`src/rtl/ps2_scancode_rx.sv`:
```
// PS/2 keyboard frame receiver with E0/F0 prefix resolution.
// Outputs one key_valid pulse per key event, with make/break and extended flags.
module ps2_scancode_rx #(
  parameter int FILTER_LEN     = 8,
  parameter int TIMEOUT_CYCLES = 50000
) (
  input  logic       clk,
  input  logic       n_reset,
  input  logic       ps2Clk,
  input  logic       ps2Data,
  output logic [7:0] scancode,
  output logic       key_valid,
  output logic       key_release,
  output logic       key_extended,
  output logic       parity_err,
  output logic       frame_err,
  output logic       busy
);

  // state  | meaning
  // IDLE   | waiting for a start bit on the filtered falling edge
  // DATA   | shifting in 8 data bits, LSB first
  // PARITY | capturing the odd-parity bit
  // STOP   | checking the stop bit and parity, then handling the byte
  typedef enum logic [1:0] {IDLE, DATA, PARITY, STOP} state_t;

  localparam int FW = (FILTER_LEN > 1) ? $clog2(FILTER_LEN) : 1;
  localparam int TW = $clog2(TIMEOUT_CYCLES + 1);

  localparam logic [FW-1:0] FLT_LAST = FW'(FILTER_LEN - 1);
  localparam logic [TW-1:0] TMR_LOAD = TW'(TIMEOUT_CYCLES - 1);
  localparam logic [TW-1:0] TMR_TC   = TW'(1);

  localparam logic [7:0] BYTE_EXT = 8'hE0;
  localparam logic [7:0] BYTE_REL = 8'hF0;

  logic          clk_s1, clk_s2;
  logic          dat_s1, dat_s2;
  logic          filt;
  logic [FW-1:0] flt_cnt;
  logic          fe;

  state_t        state;
  logic [7:0]    shreg;
  logic [2:0]    bit_cnt;
  logic          par_bit;
  logic [TW-1:0] tmr;
  logic          ext_pending;
  logic          rel_pending;

  // Synchronisers reset to the idle-high line level so reset release looks quiet.
  always_ff @(posedge clk or negedge n_reset) begin
    if (!n_reset) begin
      clk_s1 <= 1'b1;
      clk_s2 <= 1'b1;
      dat_s1 <= 1'b1;
      dat_s2 <= 1'b1;
    end else begin
      clk_s1 <= ps2Clk;
      clk_s2 <= clk_s1;
      dat_s1 <= ps2Data;
      dat_s2 <= dat_s1;
    end
  end

  // The filtered clock flips only after FILTER_LEN consecutive disagreeing samples.
  always_ff @(posedge clk or negedge n_reset) begin
    if (!n_reset) begin
      filt    <= 1'b1;
      flt_cnt <= '0;
      fe      <= 1'b0;
    end else begin
      fe <= 1'b0;
      if (clk_s2 == filt) begin
        flt_cnt <= '0;
      end else if (flt_cnt == FLT_LAST) begin
        filt    <= clk_s2;
        flt_cnt <= '0;
        fe      <= filt;
      end else begin
        flt_cnt <= flt_cnt + 1'b1;
      end
    end
  end

  always_ff @(posedge clk or negedge n_reset) begin
    if (!n_reset) begin
      state        <= IDLE;
      shreg        <= '0;
      bit_cnt      <= '0;
      par_bit      <= 1'b0;
      tmr          <= '0;
      ext_pending  <= 1'b0;
      rel_pending  <= 1'b0;
      scancode     <= '0;
      key_valid    <= 1'b0;
      key_release  <= 1'b0;
      key_extended <= 1'b0;
      parity_err   <= 1'b0;
      frame_err    <= 1'b0;
      busy         <= 1'b0;
    end else begin
      key_valid  <= 1'b0;
      parity_err <= 1'b0;
      frame_err  <= 1'b0;

      if (fe) begin
        tmr <= TMR_LOAD;
        case (state)
          IDLE: begin
            if (!dat_s2) begin
              state   <= DATA;
              bit_cnt <= '0;
              busy    <= 1'b1;
            end else begin
              frame_err <= 1'b1;
            end
          end

          DATA: begin
            shreg   <= {dat_s2, shreg[7:1]};
            bit_cnt <= bit_cnt + 1'b1;
            if (bit_cnt == 3'd7) state <= PARITY;
          end

          PARITY: begin
            par_bit <= dat_s2;
            state   <= STOP;
          end

          STOP: begin
            state <= IDLE;
            busy  <= 1'b0;
            if (!dat_s2) begin
              frame_err <= 1'b1;
            end else if (!(^{shreg, par_bit})) begin
              // A corrupted byte may have been a prefix, so drop any pending context.
              parity_err  <= 1'b1;
              ext_pending <= 1'b0;
              rel_pending <= 1'b0;
            end else if (shreg == BYTE_EXT) begin
              ext_pending <= 1'b1;
            end else if (shreg == BYTE_REL) begin
              rel_pending <= 1'b1;
            end else begin
              scancode     <= shreg;
              key_extended <= ext_pending;
              key_release  <= rel_pending;
              key_valid    <= 1'b1;
              ext_pending  <= 1'b0;
              rel_pending  <= 1'b0;
            end
          end

          default: state <= IDLE;
        endcase
      end else if (state != IDLE) begin
        // Timeout keeps the prefix flags: only the partial byte is lost.
        if (tmr == TMR_TC) begin
          frame_err <= 1'b1;
          state     <= IDLE;
          busy      <= 1'b0;
          shreg     <= '0;
        end else begin
          tmr <= tmr - 1'b1;
        end
      end
    end
  end

endmodule

```
`config.mk`:
```
export PLATFORM = sky130hd
export DESIGN_NAME = ps2_scancode_rx
export DESIGN_NICKNAME = d
export VERILOG_FILES = /design/src/rtl/ps2_scancode_rx.sv
export SDC_FILE = /design/constraint.sdc
export NUM_CORES = 1
export LEC_CHECK = 0
export ABC_CLOCK_PERIOD_IN_PS = 2070
export CORE_MARGIN = 5
export CORE_UTILIZATION = 45
export CTS_BUF_LIST = sky130_fd_sc_hd__clkbuf_4
export DETAILED_ROUTE_END_ITERATION = 6
export PLACE_DENSITY = 0.66
export SLEW_MARGIN = 20
export SYNTH_ARGS = -nofsm -noshare
export SYNTH_HDL_FRONTEND = slang
export SYNTH_SLANG_ARGS = --single-unit
```
`constraint.sdc`:
```
create_clock -name clk -period 2.07 [get_ports clk]
set_input_delay 0.5175 -clock clk [delete_from_list [all_inputs] [get_ports clk]]
set_output_delay 0.5175 -clock clk [all_outputs]
set_load 0.05 [all_outputs]
```
# Yosys cells after proc, flatten, opt, wreduce, memory -nomap -nowiden
# Cells that the tools add are included.
[totals]
reg_bits = 55
latch_bits = 0
ramBits = 0
rom_bits = 0
input_bits = 4
out_inout_bits = 14
memories = 0
[classes]
addsub = 3
mul = 0
div = 0
magnitude_cmp = 0
eq_ne = 17
n_shift = 0
mux = 46
bitwise_logic = 3
n_reduce_logical = 16
[ops]
columns = ["cell", "n"]
rows = [
  ["$mux W16", 3],
  ["$mux W8", 4],
  ["$mux W1", 27],
  ["$eq A16 B1 Y1 const B", 1],
  ["$eq A8 B8 Y1 const B", 2],
  ["$reduce_and A4 Y1", 4],
  ["$sub A16 B1 Y16 const B", 1],
  ["$mux W2", 5],
  ["$mux W3", 3],
  ["$ne A3 B3 Y1 const B", 3],
  ["$reduce_xor A9 Y1", 1],
  ["$pmux W2 S4", 1],
  ["$reduce_bool A2 Y1", 4],
  ["$add A3 B1 Y3 const B", 2],
  ["$eq A3 B3 Y1 const B", 2],
  ["$ne A2 B2 Y1 const B", 3],
  ["$pmux W3 S2", 1],
  ["$reduce_and A2 Y1", 3],
  ["$reduce_and A3 Y1", 2],
  ["$reduce_and A6 Y1", 1],
  ["$eq A2 B2 Y1 const B", 2],
  ["$pmux W1 S2", 2],
  ["$ne A3 B1 Y1 const B", 1],
  ["$not A1 Y1", 3],
  ["other kinds (4)", 4],
]

# Longest topological paths before layout
# Gate-level depths: netlist (run 1).
[depth]
ltp_word = 7
depth_mapped = 8

# Worst setup path after synthesis (run 1)
# No wires, ideal clock.
[synth_path]
kind = "register to register"
startpoint = "register tmr[5]"
endpoint = "register shreg[3]"
setup_time_ns = 0.121
arrival_time_ns = 1.951
required_ns = 1.949
path_slack_ns = -0.002
stages_incl_launch_ff = 7
n_path_buf = 0
period_less_slack_ns = 2.072
path_cell_list = "dfrtp_1 -> or4_4 -> or3_4 -> or3_4 -> nor2_2 -> nor2_2 -> a22o_1"
[synth_between]
elab_chain_cells = 3
[synth_lines]
columns = ["item", "line_no", "text"]
rows = [
  ["from (decl)", "47", "logic [TW-1:0] tmr;"],
  ["from (signal assigned)", "165", "tmr <= tmr - 1'b1;"],
  ["$eq A16 B1 Y1", "159", "if (tmr == TMR_TC) begin"],
  ["$reduce_bool A2 Y1 (no source line)", "--", ""],
  ["$reduce_and A3 Y1 (no source line)", "--", ""],
  ["to (signal assigned)", "121", "shreg <= {dat_s2, shreg[7:1]};"],
  ["to (decl)", "44", "logic [7:0] shreg;"],
]
# No other way between the ends.
# A chain may end at the register's enable or synchronous reset.

# Worst setup path in the final report (run 1)
# Same ends and word-level chain as after synthesis.

==> insert_results.sql, run 1 <==
INSERT INTO impl_metrics (metric_group, metric, value, unit) VALUES
('die', 'boundaryPins', '18', ''),
('die', 'floorplan.rows', '28', ''),
('pwr', 'p_leak', '1.599', 'nW'),
('routing', 'count_of_unresolved_drc_violations_after_routing', '0', ''),
('cts', 'num_cts_buffers', '5', ''),
('grt', 'grt_start_max_net_pins', '38', ''),
('final_layout', 'finish.instance_area', '3237', 'um2'),
('final_layout', 'fin_nets', '299', ''),
('die', 'floorplan.initialDensity', '0.4544', ''),
('placed_design', 'placed_cell_area', '3065', 'um2'),
('critical_path', 'setup.worst_path.class', 'reg2reg', ''),
('final_layout', 'layout-area-overhead-vs-synth', '22.49', '%'),
('critical_path', 'timing.rr.start', 'tmr[5]$_DFFE_PN0P_', ''),
('sta', 'achievable-frequency', '0.4759', 'GHz'),
('die', 'die-height', '86.63', 'um'),
('critical_path', 'start_kind', 'flip-flop', ''),
('sta', 'finalSetupTns', '-136.0', 'ps'),
('sta', 'hold_viol', '0', ''),
('critical_path', 'maximum_fanout_along_the_worst_path', '7', ''),
('sta', 'post-route-worst-setup-slack', '-31.49', 'ps'),
('placed_design', 'place_congestion', '0.7584', ''),
('sta', 'final_layout_worst_hold_slack', '69.46', 'ps'),
('grt', 'globalRouteTotalUtil', '0.1415', ''),
('pwr', 'vdd_drop_max', '0.3878', 'mV'),
('sta', 'timing.slew.headroom', '0.6634', ''),
('run_status', 'failed_checks', 'negative setup slack', ''),
('final_layout', 'final_layout_size_suffix_gt1_frac', '0.2517', ''),
('cts', 'cts_num_sinks', '55', ''),
('sta', 'timing.final.max_slew_violations', '0', ''),
('critical_path', 'worst-endpoint-required', '2350', 'ps'),
('critical_path', 'timing.critical_path.max_delay_family', 'simple AND/OR/NAND/NOR gates', ''),
('critical_path', 'critical_path.n_buffers_inverters', '0', ''),
('sta', 'timing.final.crit_period', '2101', 'ps'),
('pwr', 'power_density', '542.1', 'nW/um2'),
('cts', 'clkTransAtPathRegs', '170', 'ps'),
('cts', 'h_tree_levels', '2', ''),
('yosys', 'syn_area_per_cell', '10.96', 'um2'),
('die', 'fp.dieW', '86.63', 'um'),
('hold_path', 'min_path_type', 'in2async', ''),
('sta', 'setup_viol_count_final', '7', ''),
('sta', 'rsz0062_at_grt', 'true', ''),
('sta', 'period_share', '1.015', ''),
('grt', 'grt_ovf', '0', ''),
('critical_path', 'worst_setup_path_startpoint', 'tmr[5]$_DFFE_PN0P_', ''),
('final_layout', 'antenna_cells_inserted', '0', ''),
('grt', 'number_of_antenna_violations_at_the_first_check_in_global_routing', '0', ''),
('critical_path', 'worst_path_largest_cell_delay', '530', 'ps'),
('placed_design', 'detailed_placement_hpwl', '3.444', 'mm'),
('critical_path', 'timing.critical_path.depth', '6', ''),
('die', 'die-area', '7505', 'um2'),
('critical_path', 'r2r.worst_path.cells', '6', ''),
('cts', 'clk_path_buf_depth', '2', ''),
('yosys', 'ys_types', '47', ''),
('final_layout', 'fin_util', '0.5566', ''),
('yosys', 'yosysSeqAreaShare', '0.5232', ''),
('grt', 'wire_length_of_the_first_global_routing_pass', '8.549', 'mm'),
('yosys', 'synth_seq_cells', '55', ''),
('cts', 'hold_buffers', '0', ''),
('yosys', 'synthCells', '241', ''),
('yosys', 'mappedNetlistArea', '2643', 'um2'),
('critical_path', 'worst-endpoint-arrival', '2380', 'ps'),
('routing', 'drt_pass1_iterations', '4', ''),
('routing', 'wirelength', '4.968', 'mm'),
('cts', 'clock_insertion_delay_worst_skew', '370', 'ps'),
('routing', 'routed_via_density', '5.208', ''),
('run_status', 'outcome', 'finished, violations left', ''),
('critical_path', 'worstSetupEndpoint', 'shreg[3]$_DFFE_PN0P_', ''),
('sta', 'finClkSkew', '8.644', 'ps'),
('grt', 'first_global_vias', '1912', ''),
('yosys', 'synth_ff_type', 'sky130_fd_sc_hd__dfrtp_1', ''),
('yosys', 'nets_in_the_synthesized_netlist', '255', '');
==> registers in the layout, indices dropped and copies added, names as in the netlist <==
| name | cells |
|---|---|
| busy | 1 |
| tmr | 16 |
| key_extended | 1 |
| fe | 1 |
| flt_cnt | 3 |
| frame_err | 1 |
| shreg | 8 |
| state | 2 |
| key_valid | 1 |
| dat_s2 | 1 |
| scancode | 8 |
| rel_pending | 1 |
| key_release | 1 |
| dat_s1 | 1 |
| filt | 1 |
| clk_s2 | 1 |
| clk_s1 | 1 |
| parity_err | 1 |
| ext_pending | 1 |
| par_bit | 1 |
| bit_cnt | 3 |
==> cells by family (layout without fill, tap and decap cells) <==
kind of cell / Yosys count / in the layout / synth area share
flip-flops: 55 / 55 / 0.5232
multiplexers: 8 / 8 / 0.03362
AO/OA/AOI/OAI: 46 / 46 / 0.1236
XOR/XNOR: 22 / 22 / 0.07291
AND/OR/NAND/NOR: 85 / 85 / 0.1747
adder cells (fa/ha/maj): 10 / 10 / 0.04735
buffers and inverters: 15 / 60 / 0.02462
==> metrics by stage <==
stage	total power, mW	setup WS, ps	std cells
final	1.755	-31.49	361
after global routing	1.847	-90.19	361
after CTS	1.786	-59.29	360
after detailed placement	1.286	-48.41	350
after global placement	1.282	-4.334	350
after floorplan	1.233	1.968	241
==> layer usage <==
| layer | track usage | share of wire | vias up |
|---|---|---|---|
| li1 | - | - | 937 |
| met2 | 0.2420 | 0.50 | 25 |
| met5 | 0 | 0 | - |
| met3 | 0.02852 | 0.030 | 7 |
| met4 | 0.04674 | 0.012 | 0 |
| met1 | 0.1787 | 0.46 | 911 |
==> cell usage in the layout, fill, tap and decap left out, types with 7 or more instances in the layout <==
master and instances:
sky130_fd_sc_hd__nand2_1 15, sky130_fd_sc_hd__a21oi_1 10, sky130_fd_sc_hd__a22o_1 7, sky130_fd_sc_hd__buf_4 30, sky130_fd_sc_hd__xnor2_1 7, sky130_fd_sc_hd__nor2_1 23, sky130_fd_sc_hd__ha_1 10, sky130_fd_sc_hd__inv_1 7
sky130_fd_sc_hd__xor2_1 10, sky130_fd_sc_hd__o21ai_0 8, sky130_fd_sc_hd__dlygate4sd2_1 9, sky130_fd_sc_hd__dfrtp_1 50, sky130_fd_sc_hd__nand2b_1 9
==> how the worst min path moves through the flow <==
stage | end | slack (ps)
after CTS | key_valid$_DFF_PN0_ | 70
after global routing | frame_err$_DFF_PN0_ | 70
after floorplan | bit_cnt[0]$_DFFE_PN0P_ | 220
after global placement | clk_s2$_DFF_PN1_ | 350
final | key_valid$_DFF_PN0_ | 70
after detailed placement | clk_s2$_DFF_PN1_ | 350
==> power breakdown <==
part           internal (mW)  total [mW]  switching (mW)
Combinational         0.0556       0.116          0.0608
Clock                  0.138       0.490           0.351
Sequential              1.12        1.15          0.0241
==> cell type report <==
class	instances	area (um2)
fillers	511	2579
repair buffers	45	374.1
clock inverters	3	22.52
well taps	75	93.84
clock buffers	5	37.54
flip-flops and latches	55	1383
inverters	7	26.28
multi-input cells	171	1300
==> synthesized netlist by cell type (all sizes together) (3+ instances only) <==
| cell type | n | area share |
|---|---|---|
| a21oi | 12 | 0.027 |
| a22o | 7 | 0.023 |
| and2 | 3 | 0.0071 |
| and3 | 3 | 0.0071 |
| clkbuf | 6 | 0.0085 |
| dfrtp | 50 | 0.47 |
| dfstp | 5 | 0.050 |
| ha | 10 | 0.047 |
| inv | 7 | 0.0099 |
| mux2 | 7 | 0.030 |
| nand2 | 15 | 0.021 |
| nand2b | 9 | 0.021 |
| nand3 | 4 | 0.0076 |
| nor2 | 25 | 0.037 |
| nor3 | 3 | 0.0057 |
| nor3b | 3 | 0.0085 |
| o21ai | 9 | 0.017 |
| o21bai | 4 | 0.011 |
| or3 | 7 | 0.020 |
| xnor2 | 12 | 0.040 |
| xor2 | 10 | 0.033 |
==> worst reg2reg max path: stages (launching register included) <==
cell	delay, ps
sky130_fd_sc_hd__dfrtp_1	410
sky130_fd_sc_hd__or4_4	530
sky130_fd_sc_hd__or3_4	350
sky130_fd_sc_hd__or3_4	350
sky130_fd_sc_hd__nor2_4	110
sky130_fd_sc_hd__nor2_4	70
sky130_fd_sc_hd__a22o_1	190
==> repair_timing <==
| action | CTS | global route |
|---|---|---|
| endpoints found under the setup margin | 23 | 27 |
| buffers inserted | 2 | 1 |
| resized for setup | 12 | 19 |
| pin swaps | 7 | 9 |
No activity file was read; power rests on OpenSTA's default activity.
==> inputs of run 2 (changes only) <==
Settings changed: CORE_MARGIN 5 to 4, DONT_BUFFER_PORTS from default to 1, PLACE_DENSITY 0.66 to default.
==> run 2 against run 1 <==
Compared with the run above:
- the flow still finishes with violations (negative setup slack)
- global-route usage up 0.31 points
- clock power up 23%
- sequential power about the same
- critical path depth grew 1
- non-clock buffer count decreased by 9
- die area shrank 4.6%
- setup slack got worse by 19 ps
- hold slack improved by 70 ps
- sequential share of layout area up 0.45 points
- largest cell class unchanged
- via count is 2.6% lower
- core utilization up 1.5 points
==> insert_results.sql, run 2 (synthesis results as in run 1) <==
INSERT INTO impl_metrics (metric_group, metric, value, unit) VALUES
('final_layout', 'layout-area-overhead-vs-synth', '21.21', '%'),
('grt', 'number_of_antenna_violations_at_the_first_check_in_global_routing', '0', ''),
('cts', 'cts_tree', 'yes', ''),
('cts', 'clock_insertion_delay_worst_skew', '370', 'ps'),
('final_layout', 'finish.instance_area', '3203', 'um2'),
('die', 'boundaryPins', '18', ''),
('critical_path', 'critical_path.endpoint_type', 'flip-flop', ''),
('critical_path', 'timing.rr.start', 'shreg[3]$_DFFE_PN0P_', ''),
('pwr', 'p_leak', '1.512', 'nW'),
('placed_design', 'preCtsSetupSlack', '-41.76', 'ps'),
('cts', 'num_cts_buffers', '5', ''),
('routing', 'routed_via_density', '5.246', ''),
('placed_design', 'detailed_placement_hpwl', '3.222', 'mm'),
('final_layout', 'multi_input_area', '1316', 'um2'),
('final_layout', 'layout_common_cells', 'sky130_fd_sc_hd__dfrtp_1 (50), sky130_fd_sc_hd__buf_4 (33), sky130_fd_sc_hd__nor2_1 (23), sky130_fd_sc_hd__nand2_1 (15)', ''),
('routing', 'routed_wire_length_per_instance', '14.16', 'um'),
('sta', 'setup_viol_count_final', '12', ''),
('sta', 'timing_worst_slew_pin_value', '530.8', 'ps'),
('critical_path', 'worst-endpoint-required', '2340', 'ps'),
('final_layout', 'nFillCells', '496', ''),
('cts', 'h_tree_levels', '2', ''),
('final_layout', 'registers_with_the_highest_flip_flop_counts', 'tmr x16, scancode x8, shreg x8', ''),
('cts', 'cts_num_sinks', '55', ''),
('routing', 'drt_pass1_iterations', '4', ''),
('critical_path', 'worst_setup_path_startpoint', 'shreg[3]$_DFFE_PN0P_', ''),
('sta', 'final_layout_worst_hold_slack', '140.0', 'ps'),
('sta', 'rsz0062_at_grt', 'true', ''),
('die', 'die-height', '84.63', 'um'),
('grt', 'grt_start_max_net_pins', '56', ''),
('sta', 'timing.final.max_slew_violations', '0', ''),
('placed_design', 'placed_cell_area', '2892', 'um2'),
('sta', 'period_share', '1.025', ''),
('sta', 'timing.final.crit_period', '2121', 'ps'),
('die', 'fp.dieW', '84.63', 'um'),
('cts', 'clk_path_buf_depth', '2', ''),
('critical_path', 'worst_path_largest_cell_delay', '420', 'ps'),
('placed_design', 'place_congestion', '0.7326', ''),
('cts', 'master_cell_of_the_clock_root_buffer', 'sky130_fd_sc_hd__clkbuf_4', ''),
('hold_path', 'min_delay_startpoint', 'ps2Clk', ''),
('grt', 'first_global_vias', '1774', ''),
('hold_path', 'min_path_type', 'in2reg', ''),
('grt', 'grt_ovf', '0', ''),
('critical_path', 'top_cell_by_count_worst_path', 'sky130_fd_sc_hd__xnor2_1', ''),
('routing', 'ant_nets', '0', ''),
('final_layout', 'max_flop_register', 'tmr', ''),
('routing', 'first_drt_iteration_drcs', '83', ''),
('final_layout', 'final_layout_size_suffix_gt1_frac', '0.2744', ''),
('final_layout', 'fin_nets', '290', ''),
('final_layout', 'final_cells', '349', ''),
('grt', 'globalRouteTotalUtil', '0.1446', ''),
('sta', 'timing.slew.headroom', '0.6461', ''),
('sta', 'post-route-worst-setup-slack', '-50.97', 'ps'),
('final_layout', 'seqCellArea', '1383', 'um2'),
('routing', 'wirelength', '4.943', 'mm'),
('cts', 'clkTransAtPathRegs', '160', 'ps'),
('die', 'floorplan.rows', '27', ''),
('grt', 'wire_length_of_the_first_global_routing_pass', '8.514', 'mm'),
('run_status', 'failed_checks', 'negative setup slack', ''),
('job', 'drv_cap', '0', ''),
('critical_path', 'start_kind', 'flip-flop', ''),
('sta', 'achievable-frequency', '0.4715', 'GHz'),
('placed_design', 'portBuffers', '0', ''),
('sta', 'finalSetupTns', '-290.9', 'ps'),
('die', 'floorplan.initialDensity', '0.4712', ''),
('final_layout', 'commonest_non_fill_non_tap_cell_in_the_layout', 'sky130_fd_sc_hd__dfrtp_1', ''),
('critical_path', 'worst-endpoint-arrival', '2390', 'ps'),
('sta', 'finClkSkew', '19.25', 'ps'),
('die', 'die-area', '7162', 'um2'),
('placed_design', 'number_of_instances_in_the_placed_design', '330', ''),
('routing', 'routed-via-count', '1831', ''),
('die', 'design.core.area', '5608', 'um2'),
('sta', 'hold_viol', '0', ''),
('pwr', 'power_density', '584.9', 'nW/um2'),
('critical_path', 'timing.critical_path.cells', 'xnor2_1 -> xnor2_1 -> xor2_2 -> or2_4 -> a21oi_4 -> buf_12 -> mux2_4', ''),
('critical_path', 'setup.worst_path.class', 'reg2reg', ''),
('routing', 'count_of_unresolved_drc_violations_after_routing', '0', ''),
('final_layout', 'number_of_flip_flops_in_the_largest_register', '16', ''),
('critical_path', 'crit_path_top_delay_cell', 'sky130_fd_sc_hd__dfrtp_1', ''),
('critical_path', 'maximum_fanout_along_the_worst_path', '7', ''),
('run_status', 'outcome', 'finished, violations left', ''),
('pwr', 'vdd_drop_max', '0.4060', 'mV'),
('final_layout', 'antenna_cells_inserted', '0', '');
-- run 2: cell count changes in the layout (fill, tap and decap cells not counted), moves of 2 or more --
| cell | delta |
|---|---|
| sky130_fd_sc_hd__dlygate4sd2_1 | -9 |
| sky130_fd_sc_hd__buf_4 | +3 |
| sky130_fd_sc_hd__clkbuf_4 | +2 |
| sky130_fd_sc_hd__clkdlybuf4s50_1 | -2 |
| sky130_fd_sc_hd__dlymetal6s2s_1 | -2 |
| sky130_fd_sc_hd__xnor2_2 | -2 |
-- run 2: through the flow --
stage | power (mW) | util
floorplan | 1.233 | -
global placement | 1.253 | 0.5156
detailed placement | 1.262 | 0.5156
CTS | 1.904 | 0.5415
global route | 1.967 | 0.5712
finish | 1.873 | 0.5712
-- run 2: what timing repair did --
action / CTS / global route
buffers inserted: 2 / 7
hold endpoints to repair: 55 / 0
gates resized for setup: 2 / 20
pin swaps: 6 / 9
hold buffers: 2 / 0
setup endpoints to repair: 16 / 33
-- run 2: area by class of cell --
type,count,area share
sequential,55,0.4316
multi-input combinational,171,0.4109
timing repair buffer,36,0.09531
tap,72,0.02813
clock buffer,7,0.01641
clock inverter,1,0.009375
inverter,7,0.008203
-- run 2: layer usage --
layer  vias up  GRT usage  share of wire
li1        914          -              -
met1       884     0.2004           0.48
met2        23     0.2299           0.47
met3        10    0.03435          0.029
met4         0    0.03453          0.022
met5         -          0              0
-- run 2: power breakdown --
group          switching, mW  total (mW)  internal, mW
Clock                  0.320       0.603         0.283
Combinational         0.0624       0.120        0.0575
Sequential            0.0258        1.15          1.12
-- run 2: critical path: cells and delay by family (launching register included) --
kind | cells | cell delay (ps)
AO/OA/AOI/OAI | 1 | 170
XOR/XNOR | 3 | 700
buffers and inverters | 1 | 140
flip-flops | 1 | 420
multiplexers | 1 | 290
AND/OR/NAND/NOR | 1 | 290
-- run 2: worst paths after layout --
check,to,slack (ps),depth (start not counted)
max,scancode[6]$_DFFE_PN0P_,-50,7
min,clk_s1$_DFF_PN1_,140,0
min in group asynchronous,key_valid$_DFF_PN0_,640,2
max reg2reg,scancode[6]$_DFFE_PN0P_,-50,7
min reg2reg,dat_s2$_DFF_PN1_,370,0
max in group asynchronous,clk_s1$_DFF_PN1_,1120,2
==> inputs of run 3 (changes only) <==
Settings changed: SKIP_LAST_GASP from default to 1.
==> run 3 against run 2 <==
Compared with the run above:
- highest routed layer unchanged
- the flow still finishes with violations (negative setup slack)
- core utilization decreased by 0.20 points
- sequential power about the same
- sequential share of layout area rose by 0.15 points
- register-to-register slack better by 30 ps
- power is essentially flat
==> insert_results.sql, run 3 (synthesis results as in run 1) <==
INSERT INTO impl_metrics (metric_group, metric, value, unit) VALUES
('die', 'die-area', '7162', 'um2'),
('job', 'drv_cap', '0', ''),
('die', 'design.core.area', '5608', 'um2'),
('grt', 'global_route.usage.met3', '0.03435', ''),
('final_layout', 'registers_with_the_highest_flip_flop_counts', 'tmr x16, scancode x8, shreg x8', ''),
('hold_path', 'hold-path-cell-count', '0', ''),
('sta', 'timing.final.max_slew_violations', '0', ''),
('critical_path', 'setup.worst_path.class', 'reg2reg', ''),
('routing', 'count_of_unresolved_drc_violations_after_routing', '0', ''),
('placed_design', 'detailed_placement_hpwl', '3.222', 'mm'),
('placed_design', 'portBuffers', '0', ''),
('run_status', 'failed_checks', 'negative setup slack', ''),
('cts', 'clkTransAtPathRegs', '150', 'ps'),
('grt', 'globalRouteTotalUtil', '0.1446', ''),
('placed_design', 'place_congestion', '0.7326', ''),
('sta', 'post-route-worst-setup-slack', '-21.21', 'ps'),
('pwr', 'p_leak', '1.510', 'nW'),
('routing', 'routed_wire_length_per_instance', '14.06', 'um'),
('final_layout', 'commonest_non_fill_non_tap_cell_in_the_layout', 'sky130_fd_sc_hd__dfrtp_1', ''),
('pwr', 'vdd_drop_max', '0.4062', 'mV'),
('cts', 'cts_tree', 'yes', ''),
('pwr', 'power_density', '586.4', 'nW/um2'),
('sta', 'finClkSkew', '19.57', 'ps'),
('sta', 'timing_worst_slew_pin_value', '528.4', 'ps'),
('die', 'floorplan.rows', '27', ''),
('grt', 'wire_length_of_the_first_global_routing_pass', '8.514', 'mm'),
('sta', 'hold_viol', '0', ''),
('grt', 'first_global_vias', '1774', ''),
('routing', 'routed_via_density', '5.281', ''),
('routing', 'drt_pass1_iterations', '4', ''),
('cts', 'num_cts_buffers', '5', ''),
('die', 'boundaryPins', '18', ''),
('run_status', 'outcome', 'finished, violations left', ''),
('hold_path', 'min_path_type', 'in2reg', ''),
('die', 'die-height', '84.63', 'um'),
('routing', 'ant_nets', '0', ''),
('cts', 'h_tree_levels', '2', ''),
('final_layout', 'fin_nets', '290', ''),
('sta', 'rsz0062_at_grt', 'true', ''),
('final_layout', 'number_of_flip_flops_in_the_largest_register', '16', ''),
('critical_path', 'critical_path.endpoint_type', 'flip-flop', ''),
('final_layout', 'antenna_cells_inserted', '0', ''),
('cts', 'clock_insertion_delay_worst_skew', '370', 'ps'),
('sta', 'final_layout_worst_hold_slack', '141.5', 'ps'),
('critical_path', 'r2r.worst_path.cells', '6', ''),
('die', 'floorplan.initialDensity', '0.4712', ''),
('die', 'fp.dieW', '84.63', 'um'),
('critical_path', 'maximum_fanout_along_the_worst_path', '7', ''),
('sta', 'setup_viol_count_final', '7', ''),
('cts', 'cts_num_sinks', '55', ''),
('routing', 'first_drt_iteration_drcs', '71', ''),
('critical_path', 'start_kind', 'flip-flop', ''),
('grt', 'grt_util_met1', '0.2004', ''),
('routing', 'routed-via-count', '1843', ''),
('grt', 'grt_start_max_net_pins', '56', ''),
('critical_path', 'worst-endpoint-arrival', '2360', 'ps'),
('cts', 'master_cell_of_the_clock_root_buffer', 'sky130_fd_sc_hd__clkbuf_4', ''),
('final_layout', 'fin_util', '0.5692', ''),
('sta', 'timing.final.crit_period', '2091', 'ps'),
('sta', 'period_share', '1.010', ''),
('grt', 'number_of_antenna_violations_at_the_first_check_in_global_routing', '0', ''),
('final_layout', 'layout_common_cells', 'sky130_fd_sc_hd__dfrtp_1 (50), sky130_fd_sc_hd__buf_4 (33), sky130_fd_sc_hd__nor2_1 (23), sky130_fd_sc_hd__nand2_1 (15)', ''),
('cts', 'clk_path_buf_depth', '2', ''),
('sta', 'timing.slew.headroom', '0.6478', ''),
('final_layout', 'final_layout_size_suffix_gt1_frac', '0.2744', ''),
('grt', 'grt_ovf', '0', ''),
('final_layout', 'max_flop_register', 'tmr', ''),
('critical_path', 'worst-endpoint-required', '2340', 'ps'),
('grt', 'groute.layer.met2.usage', '0.2299', ''),
('sta', 'achievable-frequency', '0.4782', 'GHz'),
('routing', 'wirelength', '4.907', 'mm'),
('final_layout', 'layout-area-overhead-vs-synth', '20.79', '%'),
('grt', 'grt_busiest_layer', 'met2', '');
[run 3: cell count changes in the layout (fill, tap and decap cells not counted)]
cell                      delta
sky130_fd_sc_hd__xnor2_4     -1
sky130_fd_sc_hd__xnor2_2     +1
[run 3: metrics by stage]
step / total power [mW] / setup TNS [ps] / std cells / worst slack [ps] / instance area [um2]
2_1_floorplan: 1.233 / 0 / 241 / 1.968 / 2653
3_3_place_gp: 1.253 / -20.09 / 330 / -9.079 / 2892
3_5_place_dp: 1.262 / -406.2 / 330 / -41.76 / 2892
4_1_cts: 1.904 / -183.3 / 342 / -29.98 / 3037
5_1_grt: 1.965 / -984.1 / 349 / -86.15 / 3192
6_report: 1.872 / -97.93 / 349 / -21.21 / 3192
[run 3: what timing repair did]
action | 4_1_cts | 5_1_grt
resized for setup | 2 | 19
endpoints found under the hold margin | 55 | 0
pin swaps | 6 | 9
cloned | 0 | 0
setup endpoints to repair | 16 | 33
hold buffers | 2 | 0
setup buffers | 2 | 7
[run 3: worst max-delay path, cell delays in order, from the launching register on]
cell and delay (ps):
sky130_fd_sc_hd__dfrtp_1 410, sky130_fd_sc_hd__or4_4 540, sky130_fd_sc_hd__or3_4 350, sky130_fd_sc_hd__or3_4 350
sky130_fd_sc_hd__nor2_4 100, sky130_fd_sc_hd__nor2_4 60, sky130_fd_sc_hd__a22o_1 190
[run 3: worst paths after layout]
| path | start | end | slack (ps) |
|---|---|---|---|
| min in group asynchronous | n_reset | key_valid$_DFF_PN0_ | 630 |
| min | ps2Clk | clk_s1$_DFF_PN1_ | 140 |
| max in group asynchronous | n_reset | dat_s1$_DFF_PN1_ | 1120 |
| min reg2reg | dat_s1$_DFF_PN1_ | dat_s2$_DFF_PN1_ | 370 |
| max reg2reg | tmr[5]$_DFFE_PN0P_ | shreg[5]$_DFFE_PN0P_ | -20 |
| max | tmr[5]$_DFFE_PN0P_ | shreg[5]$_DFFE_PN0P_ | -20 |
[run 3: area by class of cell]
class / count / area, um2
fill: 503 / 2416
sequential: 55 / 1383
multi-input combinational: 171 / 1305
timing repair buffer: 36 / 305.3
tap: 72 / 90.09
clock buffer: 7 / 52.55
clock inverter: 1 / 30.03
inverter: 7 / 26.28
[run 3: layer usage]
metal | part of all wire | up-vias
met5 | 0 | -
met4 | 0.017 | 0
met3 | 0.029 | 6
met2 | 0.47 | 27
met1 | 0.48 | 899
li1 | - | 911
[run 3: report_power, final]
group / leakage (nW) / total (mW) / internal, mW / switching (mW)
Clock: 0.0463 / 0.602 / 0.283 / 0.319
Sequential: 0.749 / 1.15 / 1.12 / 0.0258
Combinational: 0.715 / 0.120 / 0.0576 / 0.0623
